[src/rtl/ffo_share_ctrl_if.sv]
// ffo_share_ctrl_if: requester, engine and response signals around the shared FFO controller
interface ffo_share_ctrl_if #(
  parameter int NREQ = 4,
  parameter int W = 32,
  parameter int PW = 5,
  parameter int IDW = 2
);
  logic [NREQ-1:0] req_valid;
  logic [NREQ*W-1:0] req_data;
  logic [NREQ-1:0] req_ready;
  logic eng_start;
  logic [W-1:0] eng_b;
  logic eng_ready;
  logic eng_v;
  logic [PW-1:0] eng_p;
  logic rsp_valid;
  logic rsp_ready;
  logic [IDW-1:0] rsp_id;
  logic rsp_v;
  logic [PW-1:0] rsp_p;
  logic rsp_err;
  logic busy;
  modport master (
    input req_valid, req_data, eng_ready, eng_v, eng_p, rsp_ready,
    output req_ready, eng_start, eng_b, rsp_valid, rsp_id, rsp_v, rsp_p, rsp_err, busy
  );
  modport slave (
    output req_valid, req_data, eng_ready, eng_v, eng_p, rsp_ready,
    input req_ready, eng_start, eng_b, rsp_valid, rsp_id, rsp_v, rsp_p, rsp_err, busy
  );
endinterface

[src/rtl/ffo_share_ctrl.sv]
// ffo_share_ctrl: round-robin sharing of one sequential find-first-one engine among NREQ requesters
module ffo_share_ctrl #(
  parameter int NREQ = 4,
  parameter int W = 32,
  parameter int PW = 5,
  parameter int IDW = 2,
  parameter int TIMEOUT = 80
) (
  input logic clock,
  input logic reset,
  ffo_share_ctrl_if.master bus
);
  localparam int WDW = $clog2(TIMEOUT + 1);
  typedef enum logic [2:0] {IDLE, ISSUE, WAIT_BUSY, WAIT_DONE, RESP} state_t;
  state_t state;
  logic [IDW-1:0] ptr, hold_id, gnt_id, off;
  logic [W-1:0] hold_data, gnt_data;
  logic [NREQ-1:0] rot;
  logic [IDW:0] sum;
  logic any, grant, wd_last;
  logic [WDW-1:0] wd;
  assign bus.eng_b = hold_data;
  assign bus.rsp_id = hold_id;
  assign wd_last = wd == WDW'(TIMEOUT - 1);
  assign grant = reset && state == IDLE && any && bus.eng_ready;
  assign bus.req_ready = grant ? NREQ'(1) << gnt_id : '0;
  // rotate requests so offset 0 is ptr, pick the lowest pending offset and map it back to an ID
  always_comb begin
    rot = NREQ'({bus.req_valid, bus.req_valid} >> ptr);
    off = '0;
    any = 1'b0;
    for (int i = NREQ - 1; i >= 0; i--) if (rot[i]) begin off = IDW'(i); any = 1'b1; end
    sum = {1'b0, ptr} + {1'b0, off};
    gnt_id = (sum >= (IDW+1)'(NREQ)) ? IDW'(sum - (IDW+1)'(NREQ)) : IDW'(sum);
    gnt_data = '0;
    for (int k = 0; k < NREQ; k++) if (gnt_id == IDW'(k)) gnt_data = bus.req_data[k*W +: W];
  end
  // grant, launch, wait under the watchdog, then hold the tagged response until accepted
  always_ff @(posedge clock or negedge reset)
    if (!reset) begin
      state <= IDLE;
      ptr <= '0;
      wd <= '0;
      hold_data <= '0;
      hold_id <= '0;
      bus.eng_start <= 1'b0;
      bus.rsp_valid <= 1'b0;
      bus.rsp_v <= 1'b0;
      bus.rsp_p <= '0;
      bus.rsp_err <= 1'b0;
      bus.busy <= 1'b0;
    end else begin
      case (state)
        IDLE: if (grant) begin
          hold_data <= gnt_data;
          hold_id <= gnt_id;
          bus.eng_start <= 1'b1;
          bus.busy <= 1'b1;
          state <= ISSUE;
        end
        ISSUE: begin
          bus.eng_start <= 1'b0;
          wd <= '0;
          state <= WAIT_BUSY;
        end
        WAIT_BUSY, WAIT_DONE: begin
          wd <= (wd == WDW'(TIMEOUT)) ? wd : wd + 1'b1;
          if (state == WAIT_DONE && bus.eng_ready) begin
            bus.rsp_v <= bus.eng_v;
            bus.rsp_p <= bus.eng_p;
            bus.rsp_err <= 1'b0;
            bus.rsp_valid <= 1'b1;
            state <= RESP;
          end else if (wd_last) begin
            bus.rsp_v <= 1'b0;
            bus.rsp_p <= '0;
            bus.rsp_err <= 1'b1;
            bus.rsp_valid <= 1'b1;
            state <= RESP;
          end else if (state == WAIT_BUSY && !bus.eng_ready) state <= WAIT_DONE;
        end
        RESP: if (bus.rsp_ready) begin
          bus.rsp_valid <= 1'b0;
          bus.busy <= 1'b0;
          ptr <= (hold_id == IDW'(NREQ - 1)) ? '0 : hold_id + 1'b1;
          state <= IDLE;
        end
        default: state <= IDLE;
      endcase
    end
endmodule

[src/flat_wrapper.sv]
// flat-port wrapper written by rule: the top's interface ports become plain ports
module ffo_share_ctrl_flat 
#(
  parameter int NREQ = 4,
  parameter int W = 32,
  parameter int PW = 5,
  parameter int IDW = 2,
  parameter int TIMEOUT = 80
)
  (clock, reset, bus_req_valid, bus_req_data, bus_eng_ready, bus_eng_v, bus_eng_p, bus_rsp_ready, bus_req_ready, bus_eng_start, bus_eng_b, bus_rsp_valid, bus_rsp_id, bus_rsp_v, bus_rsp_p, bus_rsp_err, bus_busy);
  ffo_share_ctrl_if #(.NREQ(NREQ), .W(W), .PW(PW), .IDW(IDW)) bus_i ();
  input logic clock;
  input logic reset;
  input wire logic [$bits(bus_i.req_valid)-1:0] bus_req_valid;
  input wire logic [$bits(bus_i.req_data)-1:0] bus_req_data;
  input wire logic [$bits(bus_i.eng_ready)-1:0] bus_eng_ready;
  input wire logic [$bits(bus_i.eng_v)-1:0] bus_eng_v;
  input wire logic [$bits(bus_i.eng_p)-1:0] bus_eng_p;
  input wire logic [$bits(bus_i.rsp_ready)-1:0] bus_rsp_ready;
  output wire logic [$bits(bus_i.req_ready)-1:0] bus_req_ready;
  output wire logic [$bits(bus_i.eng_start)-1:0] bus_eng_start;
  output wire logic [$bits(bus_i.eng_b)-1:0] bus_eng_b;
  output wire logic [$bits(bus_i.rsp_valid)-1:0] bus_rsp_valid;
  output wire logic [$bits(bus_i.rsp_id)-1:0] bus_rsp_id;
  output wire logic [$bits(bus_i.rsp_v)-1:0] bus_rsp_v;
  output wire logic [$bits(bus_i.rsp_p)-1:0] bus_rsp_p;
  output wire logic [$bits(bus_i.rsp_err)-1:0] bus_rsp_err;
  output wire logic [$bits(bus_i.busy)-1:0] bus_busy;
  assign bus_i.req_valid = bus_req_valid;
  assign bus_i.req_data = bus_req_data;
  assign bus_i.eng_ready = bus_eng_ready;
  assign bus_i.eng_v = bus_eng_v;
  assign bus_i.eng_p = bus_eng_p;
  assign bus_i.rsp_ready = bus_rsp_ready;
  assign bus_req_ready = bus_i.req_ready;
  assign bus_eng_start = bus_i.eng_start;
  assign bus_eng_b = bus_i.eng_b;
  assign bus_rsp_valid = bus_i.rsp_valid;
  assign bus_rsp_id = bus_i.rsp_id;
  assign bus_rsp_v = bus_i.rsp_v;
  assign bus_rsp_p = bus_i.rsp_p;
  assign bus_rsp_err = bus_i.rsp_err;
  assign bus_busy = bus_i.busy;
  ffo_share_ctrl #(.NREQ(NREQ), .W(W), .PW(PW), .IDW(IDW), .TIMEOUT(TIMEOUT)) u_core (.clock(clock), .reset(reset), .bus(bus_i));
endmodule
[config.mk]
export PLATFORM = sky130hd
export DESIGN_NAME = ffo_share_ctrl_flat
export DESIGN_NICKNAME = d
export VERILOG_FILES = /design/src/rtl/ffo_share_ctrl_if.sv /design/src/rtl/ffo_share_ctrl.sv /design/src/flat_wrapper.sv
export SDC_FILE = /design/constraint.sdc
export NUM_CORES = 1
export LEC_CHECK = 0
export BUFFER_PORTS_ARGS = -buffer_cell sky130_fd_sc_hd__buf_2
export CAP_MARGIN = 0
export CORE_ASPECT_RATIO = 2
export CORE_MARGIN = 3
export CORE_UTILIZATION = 46
export DETAILED_ROUTE_END_ITERATION = 7
export GPL_TIMING_DRIVEN = 0
export PLACE_DENSITY = 0.82
export SLEW_MARGIN = 15
export SYNTH_ARGS = -nofsm -noshare
export SYNTH_HDL_FRONTEND = slang
export SYNTH_SLANG_ARGS = --single-unit
[constraint.sdc]
create_clock -name clock -period 3.1 [get_ports clock]
set_clock_uncertainty 0.2 [all_clocks]
set_input_delay 0.155 -clock clock [delete_from_list [all_inputs] [get_ports clock]]
set_output_delay 0.155 -clock clock [all_outputs]
set_load 0.02 [all_outputs]
======== Word level (Yosys, flattened, before mapping) ========
Cells that the tools add are included.
operators by class
  add/subtract/negate cells ............... 4
  order comparisons ....................... 1
  equal/unequal tests ..................... 15
  shift-type cells ........................ 2
  multiplexer cells ....................... 35
  reduce and logical (&&, ||, !) cells .... 22
operator list
  kind                 number
  $mux 32              4
  $mux 3               5
  $eq 7x7->1 const B   2
  $pmux 7 s2           1
  $mux 2               6
  $pmux 3 s4           1
  $mux 1               11
  $mux 5               2
  $reduce_and 2->1     5
  $reduce_bool 2->1    5
  $reduce_and 3->1     3
  $shr 8x2->4          1
  $add 7x1->7 const B  1
  $mux 7               1
  $eq 2x2->1 const B   3
  $eq 3x2->1 const B   2
  $pmux 1 s2           3
  $logic_and 1x1->1    5
  $mux 4               1
  $ne 2x2->1 const B   2
  $ne 4x1->1 const B   1
  $shl 1x2->4 const A  1
  $add 2x2->3          1
  $eq 3x1->1 const B   1
  11 further kinds     11
storage, ports and cells
  register bits ........................... 56
  word-level logic and storage cells ...... 90

======== Logic depth before layout (Yosys ltp) ========
Gate-level depths: netlist of the first run.
  word-level depth ........................ 13
  gate-level depth with buffers ........... 12
  gate-level depth less buffers ........... 10

======== Worst setup path after synthesis of the first run ========
Ideal clock, no wire load.
  kind .................................... flip-flop to output port
  start point ............................. register u_core.ptr[1]
  end point ............................... output port bus_req_ready[0]
  data arrival time ....................... 2.493 ns
  required time ........................... 2.745 ns
  path slack .............................. 0.252 ns
  cell stages (with the launch flop) ...... 12
  buffers on the path ..................... 2
  cells stage by stage .................... dfrtp_1 > buf_6 > nand2b_1 > a21oi_1 > nor2_1 > a21oi_1 > a21oi_1 > ha_1 > xnor2_2 > xor2_4 > clkbuf_1 > nor3_1
between the ends
  word-level cells in the longest chain between the ends .. 10
ends and longest elaborated chain
  what                                       RTL line              source
  from (decl)                                ffo_share_ctrl.sv:16  logic [IDW-1:0] ptr, hold_id, gnt_id, off;
  from (signal assigned)                     ffo_share_ctrl.sv:85  ptr <= (hold_id == IDW'(NREQ - 1)) ? '0 : hold_id + 1'b1;
  $shr 8x2->4                                ffo_share_ctrl.sv:29  rot = NREQ'({bus.req_valid, bus.req_valid} >> ptr);
  $mux 2 (4 in a row)                        ffo_share_ctrl.sv:32  for (int i = NREQ - 1; i >= 0; i--) if (rot[i]) begin off = IDW'(i); any = 1'b1; end
  $add 2x2->3                                ffo_share_ctrl.sv:33  sum = {1'b0, ptr} + {1'b0, off};
  $ge 3x3->1 or $sub 2x1->2 (tied branches)  ffo_share_ctrl.sv:34  gnt_id = (sum >= (IDW+1)'(NREQ)) ? IDW'(sum - (IDW+1)'(NREQ)) : IDW'(sum);
  $mux 2                                     ffo_share_ctrl.sv:34
  $shl 1x2->4                                ffo_share_ctrl.sv:26  assign bus.req_ready = grant ? NREQ'(1) << gnt_id : '0;
  $mux 4 *                                   ffo_share_ctrl.sv:26
  to (decl)                                  flat_wrapper.sv:20    output wire logic [$bits(bus_i.req_ready)-1:0] bus_req_ready;
Mark *: on every way between the ends. The rest lies on a longest branch, timed or not.

======== Final worst setup path of the first run ========
Ends and elaborated chain as after synthesis.

==> impl_metrics.toml, run 1 <==
[die]
std_cell_rows = 44
ioPinCount = 190
dieArea_mm2 = 0.00886
initial_core_util = 0.480
die_width_um = 68.1
core_area_mm2 = 0.00738
die_h_um = 130

[logic_synthesis]
synth_compound_area_frac = 0.168
yosysWarnings = 0
synth-xor-area-share = 0.0300
synth_cell_types = 39
synth-seq-area-share = 0.395
synthAdderAreaFrac = 0.0141
yosys.area_share.simple = 0.188
synthCells = 386
syn_area_per_cell_um2 = 9.18
syn_area_mm2 = 0.00354
synthMuxAreaShare = 0.140
ys_ff_latch = 56
synth_top_family_by_area = "simple AND/OR/NAND/NOR gates"
syn-num-nets = 532

[place]
io_buffers = 188
gp_congestion = 0.864
dp_hpwl_um = 9070

[timing]
finalCritPeriodShare = 0.976
hold_ws_ns = 0.00915
fmax_mhz = 331
min_period_ns = 3.02
setup_viol_count_final = 0
fin_setup_tns_ns = 0
slew_violations = 0
tightestPinTransition_ns = 0.973
hold_viol_final = 0
rsz0062_at_grt = "no"
relSlewSlack = 0.350

[worst_setup_path]
critPathMaxFanout = 10
worst_ep_arrival_time_ns = 2.67
slowest_delay_ns = 0.39
criticalPathCategory = "reg2out"
critPathCaptureType = "output pin"
crit_chain = "buf_6, nand2b_1, a21oi_1, nor2_1, a21oi_1, a21oi_1, ha_4, xnor2_4, buf_12, xor2_4, buf_4, nor3_1, buf_2"
crit_slowest_cell = "dfrtp_1"
cp-start-kind = "register"
crit_path_frequent_cell = "a21oi_1"
cp.required_ns = 2.74

[routing]
wl_um = 12200
vias_per_cell = 5.55
vias = 3942
first_iter_violations = 289
drc = 0
wire_per_inst_um = 17.2
firstDrtPassIters = 4
ant_nets = 0

[clocking]
cts_buffers = 5
cts_max_path_buffers = 2
clock_latency_ns = 0.29
cts_tree = "done"
cts-root-buf = "clkbuf_16"
htreeDepth = 2
clk_pin_slew_ns = 0.07
clock-sinks = 56

[grt]
overflow = 0
grt_pass1_wl_um = 18500
antenna_found_initial = 0
first_global_vias = 3995
grt_max_degree = 57
grt.total_usage = 0.276

[power_and_ir_drop]
irDropWorstVdd_mv = 0.730
powerDensity_mw_per_mm2 = 1150
p_leak_nw = 2.57

[finish]
layout_common_cells = "buf_2, dfrtp_1, a31oi_1"
diodes = 0
nets = 763
fin_util = 0.704
drive_above_1_share = 0.398
final_common_cell = "buf_2"
fillers = 588
area.growth.synth_to_final_pct = 46.5

[status]
status = "complete, no violations"

[flow_run]
cap_violations = 0

[hold_path]
hp-class = "in2reg"
## flip-flops by register name, indices dropped and copies added, names as in the netlist
signal                count
u_core.bus.rsp_err        1
u_core.bus.rsp_valid      1
u_core.bus.rsp_v          1
u_core.bus.eng_start      1
u_core.bus.eng_b         32
u_core.bus.rsp_id         2
u_core.state              3
u_core.bus.busy           1
u_core.ptr                2
u_core.wd                 7
u_core.bus.rsp_p          5
## cell type report
cell class / instances / area [um^2] / area share
plain buffers: 28 / 174 / 0.0335
clock buffers: 6 / 129 / 0.0248
clock inverters: 2 / 35.0 / 0.00675
inverters: 15 / 56.3 / 0.0108
multi-input cells: 285 / 1940 / 0.374
flip-flops and latches: 56 / 1400 / 0.270
well taps: 92 / 115 / 0.0222
repair buffers: 226 / 1340 / 0.258
## kinds of logic (layout without fill, tap and decap cells)
logic type,Yosys count,after routing
simple gates,138,138
compound gates,89,89
flops,56,56
mux,47,47
buf+inv,45,277
xor+xnor,7,7
fa+ha+maj,4,4
## cells in the mapped netlist
| master | number | area, um^2 |
|---|---|---|
| a22oi_1 | 1 | 7.51 |
| xor2_1 | 3 | 26.3 |
| nand2_1 | 38 | 143 |
| xor2_4 | 1 | 27.5 |
| or3_1 | 1 | 6.26 |
| or2_2 | 1 | 6.26 |
| nor4_1 | 2 | 12.5 |
| nand3_1 | 4 | 20.0 |
| o31ai_1 | 3 | 22.5 |
| a22o_1 | 18 | 158 |
| o22ai_1 | 1 | 6.26 |
| mux2_2 | 22 | 248 |
| xnor2_4 | 1 | 27.5 |
| xnor2_1 | 1 | 8.76 |
| buf_6 | 6 | 67.6 |
| clkbuf_1 | 17 | 63.8 |
| o22a_1 | 1 | 8.76 |
| inv_1 | 15 | 56.3 |
| xnor2_2 | 1 | 16.3 |
| nor3b_1 | 2 | 15.0 |
| o21ai_1 | 2 | 10.0 |
| a21oi_1 | 7 | 35.0 |
| dfrtp_1 | 56 | 1400 |
| nor2b_1 | 4 | 25.0 |
| buf_4 | 2 | 15.0 |
| nor2_1 | 51 | 191 |
| nand3b_1 | 21 | 158 |
| and3b_1 | 1 | 8.76 |
| buf_2 | 5 | 25.0 |
| a31oi_1 | 52 | 325 |
| o21ai_0 | 3 | 15.0 |
| and3_4 | 1 | 11.3 |
| a211oi_1 | 1 | 7.51 |
| nand2b_1 | 4 | 25.0 |
| or4_1 | 1 | 7.51 |
| mux2i_1 | 25 | 250 |
| nand4_1 | 1 | 6.26 |
| nor3_1 | 6 | 30.0 |
| ha_1 | 4 | 50.1 |
## layer usage
layer | part of all wire | wire (um) | global-route usage | vias up
met3 | 0.056 | 685 | 0.0508 | 27
met1 | 0.35 | 4260 | 0.283 | 1898
met5 | 0 | 0 | 0 | -
li1 | - | - | - | 1844
met2 | 0.57 | 6910 | 0.523 | 173
met4 | 0.027 | 325 | 0.109 | 0
## stage by stage
step	total power, mW	cell area [um^2]	std cells	setup WS (ns)
floorplan	3.94	3540	386	0.252
global placement	4.94	4600	666	-0.336
detailed placement	5.05	4600	666	-0.431
CTS	5.88	5160	708	0.0154
global route	6.34	5190	710	0.0105
finish	5.94	5190	710	0.0759
## final timing paths
path,from,endpoint,slack (ns),depth (start not counted)
worst max-delay path,u_core.ptr[1],bus_req_ready[0],0.08,13
worst min register to register,u_core.bus.rsp_valid,u_core.bus.rsp_valid,0.27,2
min in group asynchronous,reset,u_core.wd[2],0.23,3
worst min-delay path,bus_req_data[59],u_core.bus.eng_b[27],0.009,3
worst max register to register,u_core.ptr[1],u_core.bus.eng_b[1],0.15,14
max in group asynchronous,reset,u_core.bus.eng_b[20],2.25,3
## critical path, delay by kind of cell (launching register included)
kind | cells | cell delay [ns]
buf+inv | 4 | 0.66
fa+ha+maj | 1 | 0.22
compound gates | 3 | 0.41
flops | 1 | 0.39
simple gates | 3 | 0.38
xor+xnor | 2 | 0.32
## repair_timing
action / in CTS / in global routing
hold buffers: 33 / 0
buffers inserted: 2 / 3
hold endpoints to repair: 83 / 0
resized for setup: 8 / 5
pin swaps: 1 / 2
cloned: 0 / 0
setup endpoints to repair: 36 / 7
## power breakdown
group	leakage, nW	internal [mW]	switching (mW)
clock	0.0808	0.381	0.259
combinational	1.82	1.71	2.30
sequential	0.676	1.06	0.232
total	2.57	3.16	2.79
No activity file was read; power rests on OpenSTA's default activity.
==> run 2: changes to the inputs <==
CORE_UTILIZATION = 41   (was 46)
PLACE_DENSITY = 0.77   (was 0.82)
clock period = 2.73 ns   (was 3.1 ns; I/O delays follow)
==> impl_metrics.toml, run 2 (synthesis gave the netlist of run 1 again) <==
[status]
status = "finished with violations"
violations = "negative setup slack"

[finish]
multi_input_area_mm2 = 0.00202
fillers = 689
seqCellArea_mm2 = 0.00140
fin_util = 0.657
final_common_cell = "buf_2"
drive_above_1_share = 0.435
area.growth.synth_to_final_pct = 54.8
layout_common_cells = "buf_2, dfrtp_1, a31oi_1"
largest_register_ffs = 32
final_cell_area_mm2 = 0.00549
nets = 773
diodes = 0

[routing]
firstDrtPassIters = 5
wire_per_inst_um = 17.1
vias_per_cell = 5.49
drc = 0
first_iter_violations = 309
ant_nets = 0
wl_um = 12400
vias = 3987

[timing]
min_period_ns = 2.74
relSlewSlack = 0.347
setup_slack_ns = -0.00798
rsz0062_at_grt = "yes"
setup_viol_count_final = 1
finalCritPeriodShare = 1.00
hold_ws_ns = 0.00786
fmax_mhz = 365
hold_viol_final = 0
slew_violations = 0
tightestPinTransition_ns = 0.977

[power_and_ir_drop]
powerDensity_mw_per_mm2 = 1340
p_leak_nw = 2.68
irDropWorstVdd_mv = 0.857

[grt]
antenna_found_initial = 0
grt.total_usage = 0.250
grt_pass1_wl_um = 19400
met2_usage = 0.471
overflow = 0
grt_max_degree = 57
use_met3 = 0.0394
busiest_layer = "met2"
first_global_vias = 4186
use_met1 = 0.265

[worst_setup_path]
crit_family = "simple AND/OR/NAND/NOR gates"
cp.required_ns = 2.39
critPathCaptureType = "output pin"
crit_slowest_cell = "dfrtp_2"
criticalPathCategory = "reg2out"
path_buf_inv = 3
r2r_start = "u_core.ptr[1]"
worst_ep_arrival_time_ns = 2.40
slowest_delay_ns = 0.44
critPathMaxFanout = 6
worstSetupStartpoint = "u_core.ptr[1]"
cp-start-kind = "register"
crit_chain = "nand2b_4, a21oi_2, o22ai_1, nor2_1, a21oi_2, ha_4, xnor2_4, buf_12, xor2_4, buf_8, nor3_4, buf_6"
crit_path_frequent_cell = "a21oi_2"

[die]
initial_core_util = 0.424
die_width_um = 71.7
die_h_um = 137
dieArea_mm2 = 0.00986
std_cell_rows = 47
ioPinCount = 190
core_area_mm2 = 0.00835

[clocking]
cts_tree = "done"
cts_buffers = 5
cts_max_path_buffers = 2
clk_pin_slew_ns = 0.07
cts-root-buf = "clkbuf_16"
clock_latency_ns = 0.30
htreeDepth = 2
clock-sinks = 56

[place]
io_buffers = 188
placed_area_mm2 = 0.00462
dp_hpwl_um = 9040
gp_congestion = 0.858

[hold_path]
min_from = "bus_req_data[62]"
hp-class = "in2reg"

[flow_run]
cap_violations = 0
## run 2: layer usage
layer	up-vias	wire length, um
met5	-	0
met1	1915	4330
met3	37	613
li1	1869	-
met4	0	425
met2	166	7070
## run 2: final cells by class
class,instances,share of cell area
buffer,26,0.0385
clock buffer,5,0.0228
clock inverter,3,0.00844
inverter,15,0.0103
multi-input combinational,285,0.368
sequential,56,0.256
tap,98,0.0223
timing repair buffer,238,0.274
## run 2: timing repair
item | in CTS | in global routing
buffers inserted | 9 | 3
pin swaps | 7 | 15
cloned | 0 | 1
endpoints found under the setup margin | 37 | 36
hold buffers | 37 | 0
endpoints found under the hold margin | 83 | 0
gates resized for setup | 26 | 30
## run 2: report_power, final
group	internal, mW	leakage [nW]	total [mW]	switching, mW
clock	0.437	0.0804	0.750	0.314
sequential	1.21	0.675	1.47	0.260
combinational	2.36	1.93	5.12	2.76
total	4.00	2.68	7.34	3.33
## run 2: path summary, 6_finish.rpt
path	cells past startpoint	slack, ns	to
max	12	-0.008	bus_req_ready[0]
min	3	0.008	u_core.bus.eng_b[30]
max reg2reg	13	0.10	u_core.bus.eng_b[10]
min reg2reg	2	0.28	u_core.bus.busy
max in group asynchronous	3	1.90	u_core.ptr[1]
min in group asynchronous	3	0.18	u_core.bus.eng_b[28]
## run 2: stage by stage
step           TNS [ns]  power, mW  setup slack, ns  std cells
2_1_floorplan   -0.0836       4.48          -0.0288        386
3_3_place_gp     -20.83       5.65           -0.755        672
3_5_place_dp     -22.35       5.76           -0.796        672
4_1_cts          -0.780       7.02          -0.0900        724
5_1_grt          -0.698       7.82           -0.143        726
6_report       -0.00798       7.34         -0.00798        726
## run 2: worst reg2reg max path, stage by stage, from the launching register on
cell,delay (ns)
dfrtp_2,0.44
nand2b_4,0.15
a21oi_2,0.10
o22ai_1,0.09
nor2_1,0.13
a21oi_2,0.07
ha_4,0.19
xnor2_4,0.21
buf_12,0.14
xor2_4,0.20
buf_6,0.16
buf_12,0.12
mux2i_2,0.21
a22o_1,0.16
==> run 3: changes to the inputs <==
ABC_AREA = 1   (was default)
BUFFER_PORTS_ARGS = -buffer_cell sky130_fd_sc_hd__buf_4   (was -buffer_cell sky130_fd_sc_hd__buf_2)
CORE_UTILIZATION = 42   (was 41)
==> impl_metrics.toml, run 3 <==
[place]
post-place-ws_ns = -0.344
gp_congestion = 0.957
dp_hpwl_um = 12600
dp.cells = 806
io_buffers = 189

[die]
initial_core_util = 0.435
ioPinCount = 190
die_width_um = 73.4
core_area_mm2 = 0.00877
die_h_um = 141
std_cell_rows = 48
dieArea_mm2 = 0.0103

[routing]
wl_um = 17200
top_layer_used = "met4"
wl_met1_um = 5430
vias = 4996
dr_wl_met3_um = 1360
drc = 0
wire_per_inst_um = 19.7
vias_per_cell = 5.75
first_iter_violations = 320
firstDrtPassIters = 5
ant_nets = 0
wl_met2_um = 9370

[logic_synthesis]
yosysWarnings = 0
yosysMostFrequentCell = "nand2_1"
synth_async_sr_flop_share = 1.00
synth-edff-count = 0
synth_area_leaders = "dfrtp_1, nand4_1, nand3_1, nand2_1, nor2_1"
synth_cell_types = 30
synth-seq-area-share = 0.367
synth_top_family_by_area = "simple AND/OR/NAND/NOR gates"
synthCells = 517
synth_top_cells_by_count = "nand2_1, nand4_1, nor2_1"
ys_ff_latch = 56
syn_area_per_cell_um2 = 7.38
syn_area_mm2 = 0.00381
synth_ff_type = "dfrtp_1"
yosys.area_share.simple = 0.452
syn-num-nets = 663
synthMuxAreaShare = 0
synthAdderAreaFrac = 0.0131
yosys.area.top_type_share = 0.367
synth_compound_area_frac = 0.0581
synth_top_area_cell = "dfrtp_1"
synth-xor-area-share = 0.00230

[worst_setup_path]
crit_slowest_cell = "dfrtp_2"
cp-start-kind = "register"
worst_ep_arrival_time_ns = 2.45
crit_chain = "inv_2, nand3_2, nand2_2, nand3_1, a21boi_2, ha_2, xnor2_4, nand3_2, nand2_2, nand2_2, buf_6, nor2_1, buf_4"
crit_path_frequent_cell = "nand2_2"
critPathCaptureType = "output pin"
cp.required_ns = 2.39
crit_family = "simple AND/OR/NAND/NOR gates"
path_buf_inv = 3
criticalPathCategory = "reg2out"
slowest_delay_ns = 0.47
critPathMaxFanout = 10

[finish]
fillers = 714
fin_util = 0.719
drive_above_1_share = 0.408
area.growth.synth_to_final_pct = 65.4
largest_register_ffs = 32
layout_common_cells = "buf_4, nand2_1, nand4_1"
instances_no_fill = 869
diodes = 0
final_common_cell = "buf_4"
nets = 914

[clocking]
htreeDepth = 2
cts_tree = "done"
cts_buffers = 5
clock-sinks = 56
cts_max_path_buffers = 2
cts-root-buf = "clkbuf_16"
clock_latency_ns = 0.30
clk_pin_slew_ns = 0.07

[timing]
fmax_mhz = 359
hold_viol_final = 0
relSlewSlack = 0.664
setup_slack_ns = -0.0526
slew_violations = 0
hold_ws_ns = 0.000469
min_period_ns = 2.78
rsz0062_at_grt = "yes"
setup_viol_count_final = 4
tightestPinTransition_ns = 0.504
finalCritPeriodShare = 1.02

[grt]
grt_max_degree = 57
grt.total_usage = 0.324
grt_pass1_wl_um = 25400
overflow = 0
antenna_found_initial = 0
first_global_vias = 5105

[power_and_ir_drop]
switching_share = 0.525
internal_power_mw = 4.31
combPwrFrac = 0.748
p_leak_nw = 3.15
pwr-share-seq = 0.165
p_clk_frac = 0.087
power_switching_mw = 4.76
powerDensity_mw_per_mm2 = 1440
irDropWorstVdd_mv = 1.30

[status]
status = "finished with violations"
violations = "negative setup slack"

[hold_path]
hp-class = "in2reg"

[flow_run]
cap_violations = 0
-- run 3: cell count changes in the layout (fill, tap and decap cells not counted), moves of 19 or more --
cell      delta
a31oi_1     -51
buf_2      -175
buf_4      +193
mux2_2      -22
mux2i_1     -24
nand2_1     +44
nand3_1     +50
nand3_2     +31
nand3b_1    -21
nand4_1     +76
nor2_1      +19
-- run 3: layout make-up --
cell class                      instances  area [um^2]  share of cell area
Buffer                                 41          328              0.0520
Tap cell                              100          125              0.0198
Multi-Input combinational cell        385         2160               0.342
Clock inverter                          2         38.8             0.00615
Sequential cell                        56         1400               0.223
Clock buffer                            6          139              0.0220
Inverter                               35          134              0.0212
Timing Repair Buffer                  244         1980               0.314
-- run 3: metrics by stage --
| stage | TNS [ns] | instance area [um^2] | power, mW |
|---|---|---|---|
| 2_1_floorplan | 0 | 3810 | 5.37 |
| 3_3_place_gp | -1.25 | 5360 | 7.23 |
| 3_5_place_dp | -4.02 | 5360 | 7.36 |
| 4_1_cts | -0.00801 | 6150 | 8.61 |
| 5_1_grt | -1.03 | 6310 | 9.58 |
| 6_report | -0.172 | 6310 | 9.06 |
-- run 3: path summary, 6_finish.rpt --
check	start	to	slack [ns]	depth (start not counted)
setup reg to reg	u_core.ptr[1]	u_core.bus.eng_b[12]	0.03	17
min in group asynchronous	reset	u_core.bus.eng_b[10]	0.18	3
max in group asynchronous	reset	u_core.wd[1]	1.88	3
setup / recovery	u_core.ptr[1]	bus_req_ready[3]	-0.05	13
hold reg to reg	u_core.bus.eng_b[18]	u_core.bus.eng_b[18]	0.29	2
hold / removal	bus_req_data[42]	u_core.bus.eng_b[10]	0.0005	5
-- run 3: layer usage --
| metal | vias up | global-route usage |
|---|---|---|
| met5 | - | 0 |
| met4 | 0 | 0.194 |
| met3 | 68 | 0.0607 |
| met2 | 322 | 0.599 |
| met1 | 2321 | 0.317 |
| li1 | 2285 | - |
-- run 3: logic make-up (layout without fill, tap and decap cells) --
kind of cell / after synthesis / in the layout
adder cells (fa/ha/maj): 4 / 4
XOR/XNOR: 1 / 1
buffers and inverters: 76 / 328
AO/OA/AOI/OAI: 36 / 36
AND/OR/NAND/NOR: 344 / 344
flip-flops: 56 / 56
-- run 3: worst reg2reg max path, stage by stage (launching register included) --
cell and delay, ns:
dfrtp_2 0.47, inv_2 0.15, nand3_2 0.10, nand2_2 0.08
nand3_1 0.08, a21boi_2 0.13, ha_2 0.23, xnor2_4 0.15
inv_2 0.06, nand2_2 0.08, nand2_2 0.08, buf_8 0.13
buf_12 0.12, buf_6 0.14, nand3_1 0.09, nand3_2 0.14
nor2_4 0.13, nor2_1 0.05
-- run 3: power by group through the flow --
| stage | clock, mW | combinational, mW | sequential, mW |
|---|---|---|---|
| finish | 0.786 | 6.78 | 1.50 |
| global route | 0.828 | 7.21 | 1.54 |
| CTS | 0.788 | 6.34 | 1.48 |
| detailed placement | 0 | 5.87 | 1.49 |
| global placement | 0 | 5.76 | 1.47 |
| floorplan | 0 | 3.55 | 1.81 |
-- run 3: timing repair --
item | CTS | global route
pin swaps | 3 | 14
hold buffers | 44 | 0
setup endpoints to repair | 36 | 35
buffers inserted | 7 | 4
endpoints found under the hold margin | 90 | 0
gates resized for setup | 26 | 37
